==> config.mk <==
export PLATFORM = sky130hd
export DESIGN_NAME = colour_seq_engine
export DESIGN_NICKNAME = d
export VERILOG_FILES = /design/src/rtl/colour_seq_pkg.sv /design/src/rtl/colour_seq_lfsr.sv /design/src/rtl/colour_seq_engine.sv
export SDC_FILE = /design/constraint.sdc
export NUM_CORES = 1
export LEC_CHECK = 0
export ABC_CLOCK_PERIOD_IN_PS = 3700
export CAP_MARGIN = 25
export CORE_MARGIN = 3
export CORE_UTILIZATION = 40
export DETAILED_ROUTE_END_ITERATION = 7
export GPL_ROUTABILITY_DRIVEN = 1
export PLACE_DENSITY = 0.64
export SYNTH_ARGS = -nofsm -noshare
export SYNTH_HDL_FRONTEND = slang
export SYNTH_HIERARCHICAL = 1
export SYNTH_SLANG_ARGS = --single-unit
==> constraint.sdc <==
create_clock -name clk -period 3.7 [get_ports clk]
set_input_delay 0.74 -clock clk [delete_from_list [all_inputs] [get_ports clk]]
set_output_delay 0.74 -clock clk [all_outputs]
set_load 0.02 [all_outputs]
==> src/rtl/colour_seq_pkg.sv <==
// Shared types and constants for the colour sequence engine.
// The FSM state enum, the default colour type and the LFSR constants live here.
package colour_seq_pkg;

    localparam int          COLOUR_W_DEFAULT  = 2;
    localparam logic [15:0] LFSR_TAPS         = 16'hB400;
    localparam logic [15:0] LFSR_DEFAULT_SEED = 16'hACE1;

    typedef logic [COLOUR_W_DEFAULT-1:0] colour_t;

    typedef enum logic [2:0] {
        ST_IDLE     = 3'd0,
        ST_GEN      = 3'd1,
        ST_SHOW_ON  = 3'd2,
        ST_SHOW_GAP = 3'd3,
        ST_WAIT_IN  = 3'd4,
        ST_PASS     = 3'd5,
        ST_FAIL     = 3'd6
    } seq_state_t;

    // Larger of two integers, used to size the shared down-counter.
    function automatic int max_int(input int a, input int b);
        return (a > b) ? a : b;
    endfunction

endpackage

==> src/rtl/colour_seq_lfsr.sv <==
// 16-bit Galois LFSR (x^16+x^14+x^13+x^11+1), right-shifting.
// load takes a new seed (zero seed replaced by the default), advance steps once.
// Only the low COLOUR_W bits are exported: they are the next colour.
module seq_lfsr
    import colour_seq_pkg::*;
#(
    parameter int COLOUR_W = 2
) (
    input  logic                clk,
    input  logic                rst_n,
    input  logic                load,
    input  logic                advance,
    input  logic [15:0]         seed,
    output logic [COLOUR_W-1:0] colour
);

    logic [15:0] lfsr_q;

    // Seed load has priority over stepping; reset restores the default seed.
    always_ff @(posedge clk) begin
        if (!rst_n) begin
            lfsr_q <= LFSR_DEFAULT_SEED;
        end else if (load) begin
            lfsr_q <= (seed == 16'h0000) ? LFSR_DEFAULT_SEED : seed;
        end else if (advance) begin
            lfsr_q <= lfsr_q[0] ? ((lfsr_q >> 1) ^ LFSR_TAPS) : (lfsr_q >> 1);
        end
    end

    assign colour = lfsr_q[COLOUR_W-1:0];

endmodule

==> src/rtl/colour_seq_engine.sv <==
// Colour sequence engine for the memory game: generates a pseudo-random
// colour sequence, plays it back with dwell/gap timing, then checks the
// player's entries in order and pulses pass or fail.
// Optional feature: define SEQ_TIMEOUT_EN to fail a round when the player
// leaves TIMEOUT_CYCLES cycles between entries (timeout pulses with fail).
// Handshake: colour_in_valid is a one-cycle strobe with no ready; it is only
// consumed in WAIT_IN and dropped in every other state. start is likewise
// only consumed in IDLE. pass/fail/timeout are single-cycle pulses.
module colour_seq_engine
    import colour_seq_pkg::*;
#(
    parameter int COLOUR_W       = 2,
    parameter int MAX_LEN        = 16,
    parameter int LEN_W          = 5,
    parameter int DWELL_CYCLES   = 1000,
    parameter int GAP_CYCLES     = 250,
    parameter int TIMEOUT_CYCLES = 50000
) (
    input  logic                clk,
    input  logic                rst_n,
    input  logic                start,
    input  logic [LEN_W-1:0]    seq_len,
    input  logic [15:0]         seed,
    input  logic                colour_in_valid,
    input  logic [COLOUR_W-1:0] colour_in,
    output logic                show_valid,
    output logic [COLOUR_W-1:0] show_colour,
    output logic                busy,
    output logic                awaiting_input,
    output logic                pass,
    output logic                fail,
    output logic                timeout,
    output logic [LEN_W-1:0]    round_len,
    output logic [2:0]          state_dbg
);

    localparam int IDX_W   = (MAX_LEN > 1) ? $clog2(MAX_LEN) : 1;
    localparam int CNT_MAX = max_int(max_int(DWELL_CYCLES, GAP_CYCLES), TIMEOUT_CYCLES);
    localparam int CNT_W   = (CNT_MAX > 1) ? $clog2(CNT_MAX) : 1;

    seq_state_t          state_q, state_n;
    logic [IDX_W-1:0]    idx_q, idx_n;
    logic [CNT_W-1:0]    cnt_q, cnt_n;
    logic [LEN_W-1:0]    len_q, len_n;
    logic [LEN_W-1:0]    len_eff;
    logic [COLOUR_W-1:0] mem [MAX_LEN];
    logic [COLOUR_W-1:0] cur_colour;
    logic [COLOUR_W-1:0] lfsr_colour;
    logic                mem_we;
    logic                lfsr_load;
    logic                lfsr_adv;
    logic                last_idx;
`ifdef SEQ_TIMEOUT_EN
    logic                to_q, to_n;
`endif

    seq_lfsr #(.COLOUR_W(COLOUR_W)) u_lfsr (
        .clk     (clk),
        .rst_n   (rst_n),
        .load    (lfsr_load),
        .advance (lfsr_adv),
        .seed    (seed),
        .colour  (lfsr_colour)
    );

    // Requested length clamped into [1, MAX_LEN].
    assign len_eff = (seq_len == '0)                 ? LEN_W'(1)       :
                     (seq_len > LEN_W'(MAX_LEN))     ? LEN_W'(MAX_LEN) : seq_len;

    assign last_idx   = (LEN_W'(idx_q) == (len_q - LEN_W'(1)));
    assign cur_colour = mem[idx_q];

    // Next-state, index and shared down-counter control.
    always_comb begin
        state_n   = state_q;
        idx_n     = idx_q;
        cnt_n     = cnt_q;
        len_n     = len_q;
        mem_we    = 1'b0;
        lfsr_load = 1'b0;
        lfsr_adv  = 1'b0;
`ifdef SEQ_TIMEOUT_EN
        to_n      = 1'b0;
`endif
        case (state_q)
            ST_IDLE: begin
                if (start) begin
                    state_n   = ST_GEN;
                    len_n     = len_eff;
                    idx_n     = '0;
                    lfsr_load = 1'b1;
                end
            end
            ST_GEN: begin
                mem_we   = 1'b1;
                lfsr_adv = 1'b1;
                if (last_idx) begin
                    state_n = ST_SHOW_ON;
                    idx_n   = '0;
                    cnt_n   = CNT_W'(DWELL_CYCLES - 1);
                end else begin
                    idx_n = idx_q + IDX_W'(1);
                end
            end
            ST_SHOW_ON: begin
                if (cnt_q == '0) begin
                    state_n = ST_SHOW_GAP;
                    cnt_n   = CNT_W'(GAP_CYCLES - 1);
                end else begin
                    cnt_n = cnt_q - CNT_W'(1);
                end
            end
            ST_SHOW_GAP: begin
                if (cnt_q != '0) begin
                    cnt_n = cnt_q - CNT_W'(1);
                end else if (last_idx) begin
                    state_n = ST_WAIT_IN;
                    idx_n   = '0;
                    cnt_n   = CNT_W'(TIMEOUT_CYCLES - 1);
                end else begin
                    state_n = ST_SHOW_ON;
                    idx_n   = idx_q + IDX_W'(1);
                    cnt_n   = CNT_W'(DWELL_CYCLES - 1);
                end
            end
            ST_WAIT_IN: begin
                if (colour_in_valid) begin
                    if (colour_in != cur_colour) begin
                        state_n = ST_FAIL;
                    end else if (last_idx) begin
                        state_n = ST_PASS;
                    end else begin
                        idx_n = idx_q + IDX_W'(1);
                    end
`ifdef SEQ_TIMEOUT_EN
                    cnt_n = CNT_W'(TIMEOUT_CYCLES - 1);
                end else if (cnt_q == '0) begin
                    state_n = ST_FAIL;
                    to_n    = 1'b1;
                end else begin
                    cnt_n = cnt_q - CNT_W'(1);
`endif
                end
            end
            ST_PASS, ST_FAIL: begin
                state_n = ST_IDLE;
            end
            default: begin
                state_n = ST_IDLE;
            end
        endcase
    end

    // State, index, counter and latched round length.
    always_ff @(posedge clk) begin
        if (!rst_n) begin
            state_q <= ST_IDLE;
            idx_q   <= '0;
            cnt_q   <= '0;
            len_q   <= '0;
`ifdef SEQ_TIMEOUT_EN
            to_q    <= 1'b0;
`endif
        end else begin
            state_q <= state_n;
            idx_q   <= idx_n;
            cnt_q   <= cnt_n;
            len_q   <= len_n;
`ifdef SEQ_TIMEOUT_EN
            to_q    <= to_n;
`endif
        end
    end

    // Sequence storage, written one entry per GEN cycle and kept across rounds.
    always_ff @(posedge clk) begin
        if (mem_we) begin
            mem[idx_q] <= lfsr_colour;
        end
    end

    assign show_valid     = (state_q == ST_SHOW_ON);
    assign show_colour    = show_valid ? cur_colour : '0;
    assign busy           = (state_q != ST_IDLE);
    assign awaiting_input = (state_q == ST_WAIT_IN);
    assign pass           = (state_q == ST_PASS);
    assign fail           = (state_q == ST_FAIL);
    assign round_len      = len_q;
    assign state_dbg      = state_q;
`ifdef SEQ_TIMEOUT_EN
    assign timeout        = (state_q == ST_FAIL) && to_q;
`else
    assign timeout        = 1'b0;
`endif

endmodule
==> After elaboration in Yosys (flattened, before gate mapping) <==
Memory sizes are Yosys's and may differ from the RTL's. A register that Yosys moved wholly into a read port is not among the register bits.
Cells that the tools add are included.
{ "word_totals": {"ff_bits": 44, "ramBits": 32, "in_bits": 27, "output_inout_bits": 16, "word_cells": 75, "memories": 1} }
{ "memory_table": {"columns": ["memory", "words", "width", "read_ports", "rd_ports_with_merged_regs", "wr", "line", "source"], "rows": [
  ["mem", 16, 2, 1, 1, 1, "colour_seq_engine.sv:46", "logic [COLOUR_W-1:0] mem [MAX_LEN];"]
]} }
{ "op_classes": {"addsub": 3, "n_lt_le_gt_ge": 1, "eq_ne": 16, "n_mux": 35, "bitwise": 1, "n_reduce_logical": 13} }
{ "op_table": {"columns": ["cell", "count"], "rows": [
  ["2-to-1 mux 16 bit", 8],
  ["case mux 16 bit (3 select lines)", 1],
  ["zero test 16 bit", 2],
  ["2-to-1 mux 4 bit", 8],
  ["2-to-1 mux 3 bit", 8],
  ["case mux 4 bit (4 select lines)", 1],
  ["nonzero test 16 bit", 1],
  ["subtractor 16 x 1 -> 16 bit (second input constant)", 1],
  ["case mux 3 bit (5 select lines)", 1],
  ["inequality test 2 bit (second input constant)", 6],
  ["AND reduction 6 bit", 2],
  ["2-to-1 mux 5 bit", 2],
  ["== test 3 bit (second input constant)", 3],
  ["== test 3 x 2 -> 1 bit (second input constant)", 2],
  ["nonzero test 3 bit", 2],
  ["== test 4 x 5 -> 1 bit", 1],
  ["> comparator 5 bit (second input constant)", 1],
  ["zero test 5 bit", 1],
  ["2-to-1 mux 1 bit", 5],
  ["subtractor 5 x 1 -> 5 bit (second input constant)", 1],
  ["adder 4 x 1 -> 4 bit (second input constant)", 1],
  ["NOT 3 -> 4 bit", 1],
  ["AND reduction 2 bit", 2],
  ["nonzero test 4 bit", 1],
  ["other kinds (7)", 7]
]} }

==> Logic depth before layout (Yosys ltp) <==
Gate-level depths: netlist of run 1.
{ "depth": {"depth_word": 8, "depth_mapped": 9, "ltp_nobuf": 9} }

==> Hierarchy <==
Netlist of run 1, hierarchy kept.
{ "modules_own_cells": {"columns": ["module", "instances", "cells_each", "area_per_inst_um2", "seq_area_each_um2"], "rows": [
  ["colour_seq_engine", 1, 340, 3352.0, 1601.5],
  ["seq_lfsr", 1, 97, 905.9, 320.3]
]} }

==> Worst setup path after synthesis of run 1 <==
OpenSTA, ideal clock, no wires.
{ "synth_path": {"path_kind": "flip-flop to output port", "from": "register with a tool-made name", "to": "output show_colour[0]", "arrival_time_ps": 2092, "t_required_ps": 2960, "slack_ps": 868, "stages_incl_launch_ff": 5, "n_path_buf": 1, "path_cell_list": "dfxtp_1 -> clkbuf_1 -> mux4_2 -> nor2_1 -> a2111oi_0"} }
{ "synth_rtl": {"columns": ["item", "line", "source"], "rows": [
  ["to (decl)", "colour_seq_engine.sv:27", "output logic [COLOUR_W-1:0] show_colour,"]
]} }

==> impl_metrics.json, run 1 <==
{
  "hpwlAfterDp_um": 7010,
  "maxSlewHeadroom_pct": 42.0,
  "synth_seq_cells": 80,
  "max_slew.worst_pin.slew_ps": 867,
  "fin_crit_sh_pct": 95.3,
  "dieArea_um2": 11900,
  "vias": 3374,
  "overflow": 0,
  "cts_root_buf": "clkbuf_8",
  "crit_path_end_kind": "output port",
  "diodes": 0,
  "dpl_cell_area_um2": 4770,
  "start_util_pct": 41.2,
  "drv_cap": 0,
  "clock_latency_ps": 370,
  "antenna_found_initial": 0,
  "rrSetupSlack_ps": 460,
  "first_global_vias": 3220,
  "core_um2": 10300,
  "synth.net_count": 471,
  "holdWs_ps": 477,
  "ys_seq_area_share_pct": 45.1,
  "clock-sinks": 80,
  "fin_area_um2": 4970,
  "synth.distinct_cells": 60,
  "drt_iter0_drc": 254,
  "cts_tree": "yes",
  "rows": 37,
  "layout_commonest_cell": "dfxtp_1",
  "port_buffers": 41,
  "ctsResizeCount": 0,
  "final_cell_mix": "48 x dfxtp_1, 45 x nand2_1, 45 x nor2_1",
  "whs_path_depth": 1,
  "gp_congestion": 0.799,
  "drc": 0,
  "grt_start_max_net_pins": 23,
  "finalMaxSlewViolations": 0,
  "worst-endpoint-required_ps": 2960,
  "pin_count": 43,
  "async_reset_ff_share_pct": 0,
  "die_w_um": 109,
  "fin_crit_ps": 3530,
  "finalCoreUtilization_pct": 48.1,
  "n_fill_cell": 960,
  "status": "finished clean",
  "r2r_cells": 7,
  "totalWireLength_um": 9630,
  "vdd_ir_drop_max_uv": 259,
  "start_kind": "register",
  "finClkSkew_ps": 13.0,
  "synth-main-ff-cell": "dfxtp_1",
  "area_delta_synth_final_pct": 16.7,
  "max_freq_mhz": 284,
  "htreeDepth": 3,
  "final_antenna_net_count": 0,
  "ctsHoldBuffers": 0,
  "dr.pass1.iters": 4,
  "crit_end": "show_colour[0]",
  "grt_pass1_wl_um": 15900,
  "p_leak_nw": 1.75,
  "final_net_count": 506,
  "clk_pin_slew_ps": 80,
  "synth_edf_count": 32,
  "numCtsBuffers": 9,
  "post_cts.repair.setup_buffers": 0,
  "syn_avg_cell_area_um2": 9.74,
  "multi_input_area_um2": 2170,
  "syn_area_um2": 4260,
  "wl_per_cell_um": 15.7,
  "syn_inst": 437,
  "gr-usage-all-layers_pct": 17.1,
  "arrival_ps": 2790,
  "setup_viol": 0,
  "criticalPathCategory": "register to output port",
  "ys_warn_count": 6,
  "clockBufferDepth": 2,
  "total_power_mw": 3.49,
  "final_layout_size_suffix_gt1_share_pct": 8.18,
  "powerDensity_nw_per_um2": 702,
  "seq_area_um2": 1920,
  "hold_viol": 0,
  "cp_max_fo": 8,
  "rsz0062_at_grt": "false",
  "fin_tns_setup_ps": 0,
  "dieHeight_um": 109,
  "worst_hold_path_type": "register to register",
  "viasPerCell": 5.50
}
kinds of logic (layout without fill, tap and decap cells):
| group | count (synthesis) | in the layout | share of synthesized area, % |
|---|---|---|---|
| buffers and inverters | 36 | 76 | 3.82 |
| other | 1 | 1 | 0.0881 |
| muxes | 35 | 35 | 10.2 |
| DFF | 80 | 80 | 45.1 |
| xor gates and xnor gates | 8 | 8 | 1.65 |
| adders and majority gates | 7 | 7 | 2.06 |
| and+or+nand+nor | 169 | 169 | 21.4 |
| AOI/OAI and AO/OA | 101 | 101 | 15.6 |
stage by stage:
step | setup slack, ps | instances
2_1_floorplan | 868 | 437
3_3_place_gp | 496 | 597
3_5_place_dp | 420 | 597
4_1_cts | 143 | 613
5_1_grt | 12.0 | 613
6_report | 175 | 613
registers in the layout, summed over array words and instances (netlist names), named ones only:
register,cells
cnt_q,16
u_lfsr/lfsr_q,16
idx_q,4
round_len,5
state_dbg,3
mem,32
Yosys cell counts (7+ instances only):
| library cell | n | area (µm²) |
|---|---|---|
| o21ai_1 | 8 | 40.0 |
| mux2i_1 | 21 | 210 |
| o21ai_0 | 11 | 55.1 |
| inv_1 | 12 | 45.0 |
| ha_1 | 7 | 87.6 |
| mux2_1 | 8 | 90.1 |
| a21oi_1 | 32 | 160 |
| a22oi_1 | 7 | 52.6 |
| dfxtp_1 | 48 | 961 |
| edfxtp_1 | 32 | 961 |
| clkbuf_1 | 16 | 60.1 |
| and2_1 | 9 | 56.3 |
| nor2_1 | 45 | 169 |
| nor3_1 | 16 | 80.1 |
| nand2_1 | 45 | 169 |
worst min-delay path by stage:
stage                                start                      to  slack, ps
floorplan           cnt_q[13]$_SDFFE_PN0P_  cnt_q[13]$_SDFFE_PN0P_        440
global placement    cnt_q[13]$_SDFFE_PN0P_  cnt_q[13]$_SDFFE_PN0P_        460
detailed placement  cnt_q[13]$_SDFFE_PN0P_  cnt_q[13]$_SDFFE_PN0P_        470
CTS                 cnt_q[13]$_SDFFE_PN0P_  cnt_q[13]$_SDFFE_PN0P_        480
global route        cnt_q[13]$_SDFFE_PN0P_  cnt_q[13]$_SDFFE_PN0P_        510
finish              cnt_q[13]$_SDFFE_PN0P_  cnt_q[13]$_SDFFE_PN0P_        480
final cells by class:
cell class	count	share of cell area, %
multi-input cells	321	43.7
flip-flops and latches	80	38.7
repair buffers	46	9.02
well taps	136	3.42
clock buffers	9	2.49
clock inverters	7	1.59
inverters	14	1.06
power breakdown:
| part | switching (mW) | internal, mW | total (mW) |
|---|---|---|---|
| Clock | 0.344 | 0.318 | 0.662 |
| Combinational | 0.856 | 0.617 | 1.47 |
| Sequential | 0.228 | 1.13 | 1.35 |
| Total | 1.43 | 2.06 | 3.49 |
critical path, stage by stage, from the launching register on:
cell and delay (ps):
dfxtp_1 600, buf_4 230, mux2_1 330, mux4_2 510, nor2_1 120, a2111oi_0 80, clkdlybuf4s50_1 570
per-layer routing:
metal	part of all wire [%]	routed length (µm)	GRT usage, %
met5	0	0	0
met4	1.2	118	5.25
met3	5.9	564	4.26
met2	44	4260	25.9
met1	49	4690	24.0
Note: power is estimated with default switching activity, not from simulation.
==> run 2: changes to the inputs <==
HOLD_SLACK_MARGIN = 0.03   (was not set)
==> results of run 2 <==
Same layout as run 1: the final DEF is identical, and so are final timing and power.
